<file path="src/rtl/des_sched_pkg.sv">
// Shared types for the DES core scheduler: slot and top-level state encodings.
package des_sched_pkg;
  typedef enum logic [1:0] {S_FREE, S_RUNNING, S_RESTART} slot_state_e;
  typedef enum logic [1:0] {T_IDLE, T_RUN, T_DONE} top_state_e;
  // The core LFSR locks up on an all-zero seed, so zero is swapped for this.
  localparam logic [63:0] ZERO_SEED_SUB = 64'h1;
endpackage

</file>
<file path="src/rtl/des_core_scheduler_slot.sv">
// One core's slot: FREE/RUNNING/RESTART tracking, seed hold and start/restart pulses.
module core_slot
  import des_sched_pkg::*;
(
  input  logic        clk,
  input  logic        rst_n,
  input  logic        dispatch,
  input  logic        collect,
  input  logic [63:0] seed_in,
  output logic        free,
  output logic        running,
  output logic        busy,
  output logic        start_pulse,
  output logic        restart_pulse,
  output logic [63:0] seed
);
  slot_state_e state;

  assign free    = (state == S_FREE);
  assign running = (state == S_RUNNING);
  assign busy    = (state != S_FREE);

  always_ff @(posedge clk or negedge rst_n) begin
    if (!rst_n) begin
      state         <= S_FREE;
      start_pulse   <= 1'b0;
      restart_pulse <= 1'b0;
      seed          <= '0;
    end else begin
      start_pulse   <= 1'b0;
      restart_pulse <= 1'b0;
      case (state)
        S_FREE: if (dispatch) begin
          state       <= S_RUNNING;
          seed        <= seed_in;
          start_pulse <= 1'b1;
        end
        S_RUNNING: if (collect) begin
          state         <= S_RESTART;
          restart_pulse <= 1'b1;
        end
        default: state <= S_FREE;
      endcase
    end
  end
endmodule

</file>
<file path="src/rtl/des_core_scheduler.sv">
// Splits a run of jobs across the DES cores and accumulates their match counters.
module des_core_scheduler
  import des_sched_pkg::*;
#(
  parameter int NUM_CORES = 6,
  parameter int ACC_W     = 72,
  parameter int JOB_W     = 32
) (
  input  logic                    clk,
  input  logic                    rst_n,
  input  logic                    start,
  input  logic [JOB_W-1:0]        job_count,
  input  logic [63:0]             seed_base,
  input  logic [63:0]             seed_step,
  input  logic [NUM_CORES-1:0]    core_done,
  input  logic [NUM_CORES*64-1:0] core_counter,
  output logic [NUM_CORES-1:0]    core_start,
  output logic [NUM_CORES-1:0]    core_restart,
  output logic [NUM_CORES*64-1:0] core_seed,
  output logic                    busy,
  output logic                    done,
  output logic [JOB_W-1:0]        jobs_completed,
  output logic [ACC_W-1:0]        total_count
);
  localparam logic [JOB_W-1:0] JOB_ONE = 1;

  top_state_e           state;
  logic [JOB_W-1:0]     job_total, job_idx;
  logic [63:0]          seed_acc, step_r, next_seed, coll_counter;
  logic [NUM_CORES-1:0] slot_free, slot_running, slot_busy;
  logic [NUM_CORES-1:0] dispatch, collect;
  logic                 can_dispatch;

  assign busy         = (state == T_RUN);
  assign done         = (state == T_DONE);
  assign can_dispatch = (state == T_RUN) && (job_idx < job_total);
  assign next_seed    = (seed_acc == 64'd0) ? ZERO_SEED_SUB : seed_acc;

  // Lowest-index priority: iterate downward so the lowest match is written last.
  always_comb begin
    dispatch     = '0;
    collect      = '0;
    coll_counter = '0;
    for (int k = NUM_CORES - 1; k >= 0; k--) begin
      if (slot_free[k]) begin
        dispatch    = '0;
        dispatch[k] = can_dispatch;
      end
      if (slot_running[k] && core_done[k]) begin
        collect      = '0;
        collect[k]   = 1'b1;
        coll_counter = core_counter[64*k +: 64];
      end
    end
  end

  always_ff @(posedge clk or negedge rst_n) begin
    if (!rst_n) begin
      state          <= T_IDLE;
      job_total      <= '0;
      job_idx        <= '0;
      seed_acc       <= '0;
      step_r         <= '0;
      jobs_completed <= '0;
      total_count    <= '0;
    end else begin
      case (state)
        T_RUN: begin
          if (|dispatch) begin
            job_idx  <= job_idx + JOB_ONE;
            seed_acc <= seed_acc + step_r;
          end
          if (|collect) begin
            total_count    <= total_count + {{(ACC_W-64){1'b0}}, coll_counter};
            jobs_completed <= jobs_completed + JOB_ONE;
          end
          if (jobs_completed == job_total && !(|slot_busy))
            state <= T_DONE;
        end
        default: if (start) begin
          state          <= T_RUN;
          job_total      <= job_count;
          seed_acc       <= seed_base;
          step_r         <= seed_step;
          job_idx        <= '0;
          jobs_completed <= '0;
          total_count    <= '0;
        end
      endcase
    end
  end

  for (genvar k = 0; k < NUM_CORES; k++) begin : g_slot
    core_slot u_slot (
      .clk           (clk),
      .rst_n         (rst_n),
      .dispatch      (dispatch[k]),
      .collect       (collect[k]),
      .seed_in       (next_seed),
      .free          (slot_free[k]),
      .running       (slot_running[k]),
      .busy          (slot_busy[k]),
      .start_pulse   (core_start[k]),
      .restart_pulse (core_restart[k]),
      .seed          (core_seed[64*k +: 64])
    );
  end
endmodule

</file>
<file path="config.mk">
export PLATFORM = sky130hd
export DESIGN_NAME = des_core_scheduler
export DESIGN_NICKNAME = d
export VERILOG_FILES = /design/src/rtl/des_sched_pkg.sv /design/src/rtl/des_core_scheduler_slot.sv /design/src/rtl/des_core_scheduler.sv
export SDC_FILE = /design/constraint.sdc
export NUM_CORES = 2
export LEC_CHECK = 0
export BUFFER_PORTS_ARGS = -buffer_cell sky130_fd_sc_hd__buf_4
export CAP_MARGIN = 10
export CORE_AREA = 5 5 410 412
export DETAILED_ROUTE_END_ITERATION = 10
export DIE_AREA = 0 0 415 417
export MAX_ROUTING_LAYER = met4
export PLACE_DENSITY = 0.53
export REMOVE_ABC_BUFFERS = 1
export SETUP_SLACK_MARGIN = 0.05
export SYNTH_ARGS = -nofsm -noshare
export SYNTH_HDL_FRONTEND = slang
export SYNTH_SLANG_ARGS = --single-unit
</file>
<file path="constraint.sdc">
create_clock -name clk -period 6.35 [get_ports clk]
set_input_delay 0.3175 -clock clk [delete_from_list [all_inputs] [get_ports clk]]
set_output_delay 0.3175 -clock clk [all_outputs]
set_load 0.005 [all_outputs]
</file>
* Yosys cells after proc, flatten, opt, wreduce, memory -nomap -nowiden
Index checks and enable logic that the tools add are counted.
Storage, ports and cells: register bits 706, logic and storage cells 178, output and inout bits 502
Operators by class: equality and inequality tests 24, reduce and logical (&&, ||, !) cells 42, order comparisons 1, add/subtract/negate cells 4, bitwise operators 1, multiplexer cells 75
Operators with widths (count):
- 64-bit 2-to-1 mux | 10
- 72-bit 2-to-1 mux | 3
- 32-bit 2-to-1 mux | 5
- 72-bit by 64-bit adder with 72-bit output | 1
- 6-bit 2-to-1 mux | 12
- 32-bit by 1-bit adder with 32-bit output, second input constant | 2
- 64-bit adder | 1
- 64-bit logical NOT | 1
- 32-bit equality test | 1
- 32-bit < comparator | 1
- 2-bit AND reduction | 16
- 2-bit 2-to-1 mux | 15
- 1-bit 2-to-1 mux | 24
- 2-bit != test, second input constant | 12
- 2-bit one-hot mux with 2 select lines | 6
- 6-bit OR reduction | 3
- 2-bit by 1-bit equality test with 1-bit output, second input constant | 7
- 2-bit nonzero test | 7
- 2-bit logical NOT | 6
- 1-bit logical AND | 8
- 2-bit by 1-bit != test with 1-bit output, second input constant | 3
- 2-bit equality test, second input constant | 1
- 1-bit logical NOT | 1
- 1-bit NOT | 1

* Depth between registers and ports, before layout
depth after elaboration 11, depth in mapped cells 22

* Cells and area by module
From an unflattened synthesis, not the netlist that was laid out.
Second synthesis, totals: cells, all modules 3984, area, all modules 38928.6 µm²
By module, submodules not included:
- des_core_scheduler | instances 1, area an instance 23681.5 µm², cells an instance 3102, seq. area each 7457.2 µm²
- core_slot | instances 6, area an instance 2541.2 µm², cells an instance 147, seq. area each 1701.6 µm²

* Least setup slack after synthesis
Ideal clock, no wire load.
kind register -> register, start register g_slot[5].u_slot.state[1], end register total_count[54], path slack 1.822 ns, data arrival time 4.395 ns, required time 6.217 ns, setup time 0.133 ns, cell stages (with the launch flop) 21, cell sequence dfrtp_1 > nand2b_1 > or2_2 > nor2_1 > clkbuf_1 > a221oi_1 > o311ai_0 > o21ai_0 > o21ai_0 > ha_1 > a21oi_1 > o211ai_1 > a221oi_1 > a21oi_1 > a21oi_2 > o21ai_0 > a21oi_1 > o21ai_0 > a21oi_1 > xor2_1 > o21ai_0
On the way: word-level cells in the longest chain between the ends 11
RTL lines:
- start, declared | RTL line des_core_scheduler_slot.sv:17 | slot_state_e state;
- start signal, assigned | RTL line des_core_scheduler_slot.sv:25 | state <= S_FREE;
- start signal, assigned | RTL line des_core_scheduler_slot.sv:34 | state <= S_RUNNING;
- start signal, assigned | RTL line des_core_scheduler_slot.sv:39 | state <= S_RESTART;
- 2-bit by 1-bit equality test with 1-bit output (*) | RTL line des_core_scheduler_slot.sv:20 | assign running = (state == S_RUNNING);
- 1-bit logical AND (*) | RTL line des_core_scheduler.sv:49 | if (slot_running[k] && core_done[k]) begin
- 64-bit 2-to-1 mux / 6-bit 2-to-1 mux (equally long branches) (6 in a row) | RTL line des_core_scheduler.sv:49
- 72-bit by 64-bit adder with 72-bit output / 6-bit OR reduction (equally long branches) | RTL line des_core_scheduler.sv:74, des_core_scheduler.sv:73
- 72-bit 2-to-1 mux / 2-bit by 1-bit != test with 1-bit output (equally long branches)
- 72-bit 2-to-1 mux / 2-bit AND reduction (equally long branches)
- end signal, assigned | RTL line des_core_scheduler.sv:74 | total_count <= total_count + {{(ACC_W-64){1'b0}}, coll_counter};
- end, declared | RTL line des_core_scheduler.sv:23 | output logic [ACC_W-1:0] total_count
Every way passes the cells marked *; elsewhere a longest branch is shown, timed or not. The select of a mux whose other input is x is not followed. A chain may end at the register's enable or synchronous reset.

* Final worst setup path
start register g_slot[5].u_slot.state[1], end register total_count[71]
Same word-level chain as after synthesis.

==> metrics <==
dominant synthesized flop cell dfrtp_1; most common cell in the netlist dfrtp_1; Crit Reg-Reg Endpoint total_count[71]$_DFFE_PN0P_; FILL cells 17,100; final WL 190 mm; area post-placement between 40,000 and 50,000 um2; RSZ-0062 raised after global routing no; CP endpoint kind register; fin crit period 5.90 ns; initial core utilization 0.238; core area 164,000 um2; CTS Root Cell clkbuf_16; PnR worst setup slack approximately 0.45 ns; final net count about 5,900; origin of the worst min-delay path core_done[1]; Max Slew Vio Count 0; GPL Wtd Cong 1.01; Total Power 30,700 uW; Synth area leader dfrtp_1; Clock Skew 0.0260 ns; antenna violations before repair 40; die width 415 um; Die Area around 170,000 um2; TritonCTS Sinks 706; Final Cell Area 53,900 um2; CP Launch Point g_slot[5].u_slot.state[1]$_DFFE_PN0P_; reg2reg setup slack 0.45 ns; pwr dens 570 nW/um2; hold depth 4; #FFs+latches synth 706; vias in the first global route ~37,000; CTS tree done; Detailed Routing Iterations Pass 1 7; worst endpoint data arrival time 6.47 ns; Max Clock Freq 170 MHz; status complete, no violations; Die Ht 417 um; top cells by area, synth dfrtp_1 45%, mux2_2 9.9%, nand2_1 5.6%; total track usage 0.217; layout cells sized above 1 0.315; fin crit share 0.929; hold path endpoint g_slot[2].u_slot.state[1]$_DFFE_PN0P_; detailed-route DRC error count 0; Slew @ Worst Pin 1.05 ns; slew margin rel. 0.302; Hold Crit Class in2reg; number of max-cap violations 0; post-synth top area share 0.453; setup bufs post-CTS 0; worst-case clock buffer depth 3; WL/cell 25.7 um; sequential-to-total area share from yosys stat 0.453; Clock Latency Late Sink 0.69 ns; Lkg Pwr 0.0242 uW; Peak supply drop 323 uV; Worst Path Required 6.92 ns; Post-synth top cells 706 x dfrtp_1, 584 x nand2_1, 373 x o21ai_0; Ports 1,055; post-synthesis cell count 4,039; cell depth of the worst flop-to-flop path 19; Final setup viols 0; Worst-path clk slew 0.06 ns; dpl hpwl 148 mm; post-synthesis cell type count 83; hold slack between 0.1 and 0.15 ns; DRT iter0 DRCs 2,539; reg2reg start g_slot[5].u_slot.state[1]$_DFFE_PN0P_; TNS Setup 0 ns; H-tree levels 3; pre-CTS setup slack around 0.49 ns; # rows 149; total CTS buffers 85; Post-DRT Antenna Nets 0; YS warnings 0; Avg Inst Size Synth between 9 and 10 um2; EDFF count, synth 0; Area Growth Syn to Fin 38.2%; vias between 30,000 and 40,000; Buffers on Ports 1,054; CP max FO 18; Via density ~4.9; area of the mapped netlist between 30,000 and 40,000 um2; largest net degree at the start of global routing 159; asr flop ratio synth 1.00; worst setup path class reg2reg; Startpoint Class register; grt ovf 0; final hold vios 0; first-pass GRT wire length 270 mm
kinds of logic after synthesis:
kind of cell    share of synthesized area
simple gates                        0.139
compound gates                      0.170
flops                               0.453
mux                                 0.113
buf+inv                            0.0372
fa+ha+maj                          0.0536
xor+xnor                           0.0341
critical path, cell delays in order (launching register included):
cell and delay (ns):
dfrtp_1 0.41, nand2b_1 0.19, or2_2 0.33, nor2_4 0.35, buf_4 0.37, a221oi_1 0.12, o311ai_0 0.32, o21ai_0 0.13
o21ai_0 0.29, ha_1 0.34, a21o_1 0.19, a31oi_1 0.39, o21ai_0 0.38, a21oi_1 0.49, a21oi_2 0.21, a22oi_1 0.33
o221ai_1 0.26, a21boi_2 0.34, o311ai_0 0.18, o41ai_1 0.10
layout by cell type, fill, tap and decap left out, drive strengths merged, types with 50 or more instances in the layout:
cell type / n
nand4: 64
xnor2: 102
ha: 164
buf: 1108
o311ai: 66
nor2: 262
a21o: 91
dlygate4sd3: 165
inv: 82
xor2: 50
a221oi: 74
mux2: 384
o21ai: 388
a21oi: 247
nand2: 584
nand3: 129
clkbuf: 113
dfrtp: 706
metrics by stage:
stage               utilization  cells
floorplan                     -   3786
global placement          0.300   7083
detailed placement        0.300   7083
CTS                       0.328   7398
global route              0.329   7415
finish                    0.329   7418
power breakdown:
part           internal [uW]  switching [uW]  leakage [uW]  total, uW
sequential              6550            2030       0.00858       8570
clock                   2980            2120       0.00142       5090
combinational           7750            9290        0.0142      17000
layout make-up:
class                      count  area (um2)  area share
timing repair buffer        1273       10200       0.189
tap                         2189        2740      0.0508
antenna                       20        50.0    0.000928
clock inverter                37         453     0.00840
sequential                   706       17700       0.328
inverter                      78         293     0.00543
clock buffer                 113        2450      0.0455
multi-input combinational   3002       20000       0.372
state kept, by name, summed over array words and instances, names as in the netlist, 12 cells and up:
| register | flops |
|---|---|
| jobs_completed | 32 |
| job_total | 32 |
| g_slot.u_slot.seed | 384 |
| step_r | 64 |
| seed_acc | 64 |
| total_count | 72 |
| job_idx | 32 |
| g_slot.u_slot.state | 12 |
metal layers:
metal / up-vias / wire (um) / global-route usage / part of all wire
met4: 0 / 10200 / 0.102 / 0.053
met5: - / 0 / - / 0
met1: 18000 / 68200 / 0.220 / 0.36
li1: 16800 / - / - / -
met3: 319 / 9510 / 0.0392 / 0.050
met2: 1190 / 102000 / 0.405 / 0.54
worst max-delay path by stage:
stage,end,slack (ns),depth (start not counted)
finish,total_count[71]$_DFFE_PN0P_,0.45,19
global route,total_count[71]$_DFFE_PN0P_,0.06,20
CTS,total_count[71]$_DFFE_PN0P_,0.46,19
detailed placement,total_count[71]$_DFFE_PN0P_,0.49,19
global placement,total_count[71]$_DFFE_PN0P_,0.52,20
floorplan,jobs_completed[14]$_DFFE_PN0P_,-4.27,9
repair_timing:
item	4_1_cts	5_1_grt
endpoints found under the hold margin	260	0
hold buffers	165	0
gates resized for setup	0	0
setup endpoints to repair	0	0
Power figures use the tool's default switching activity.
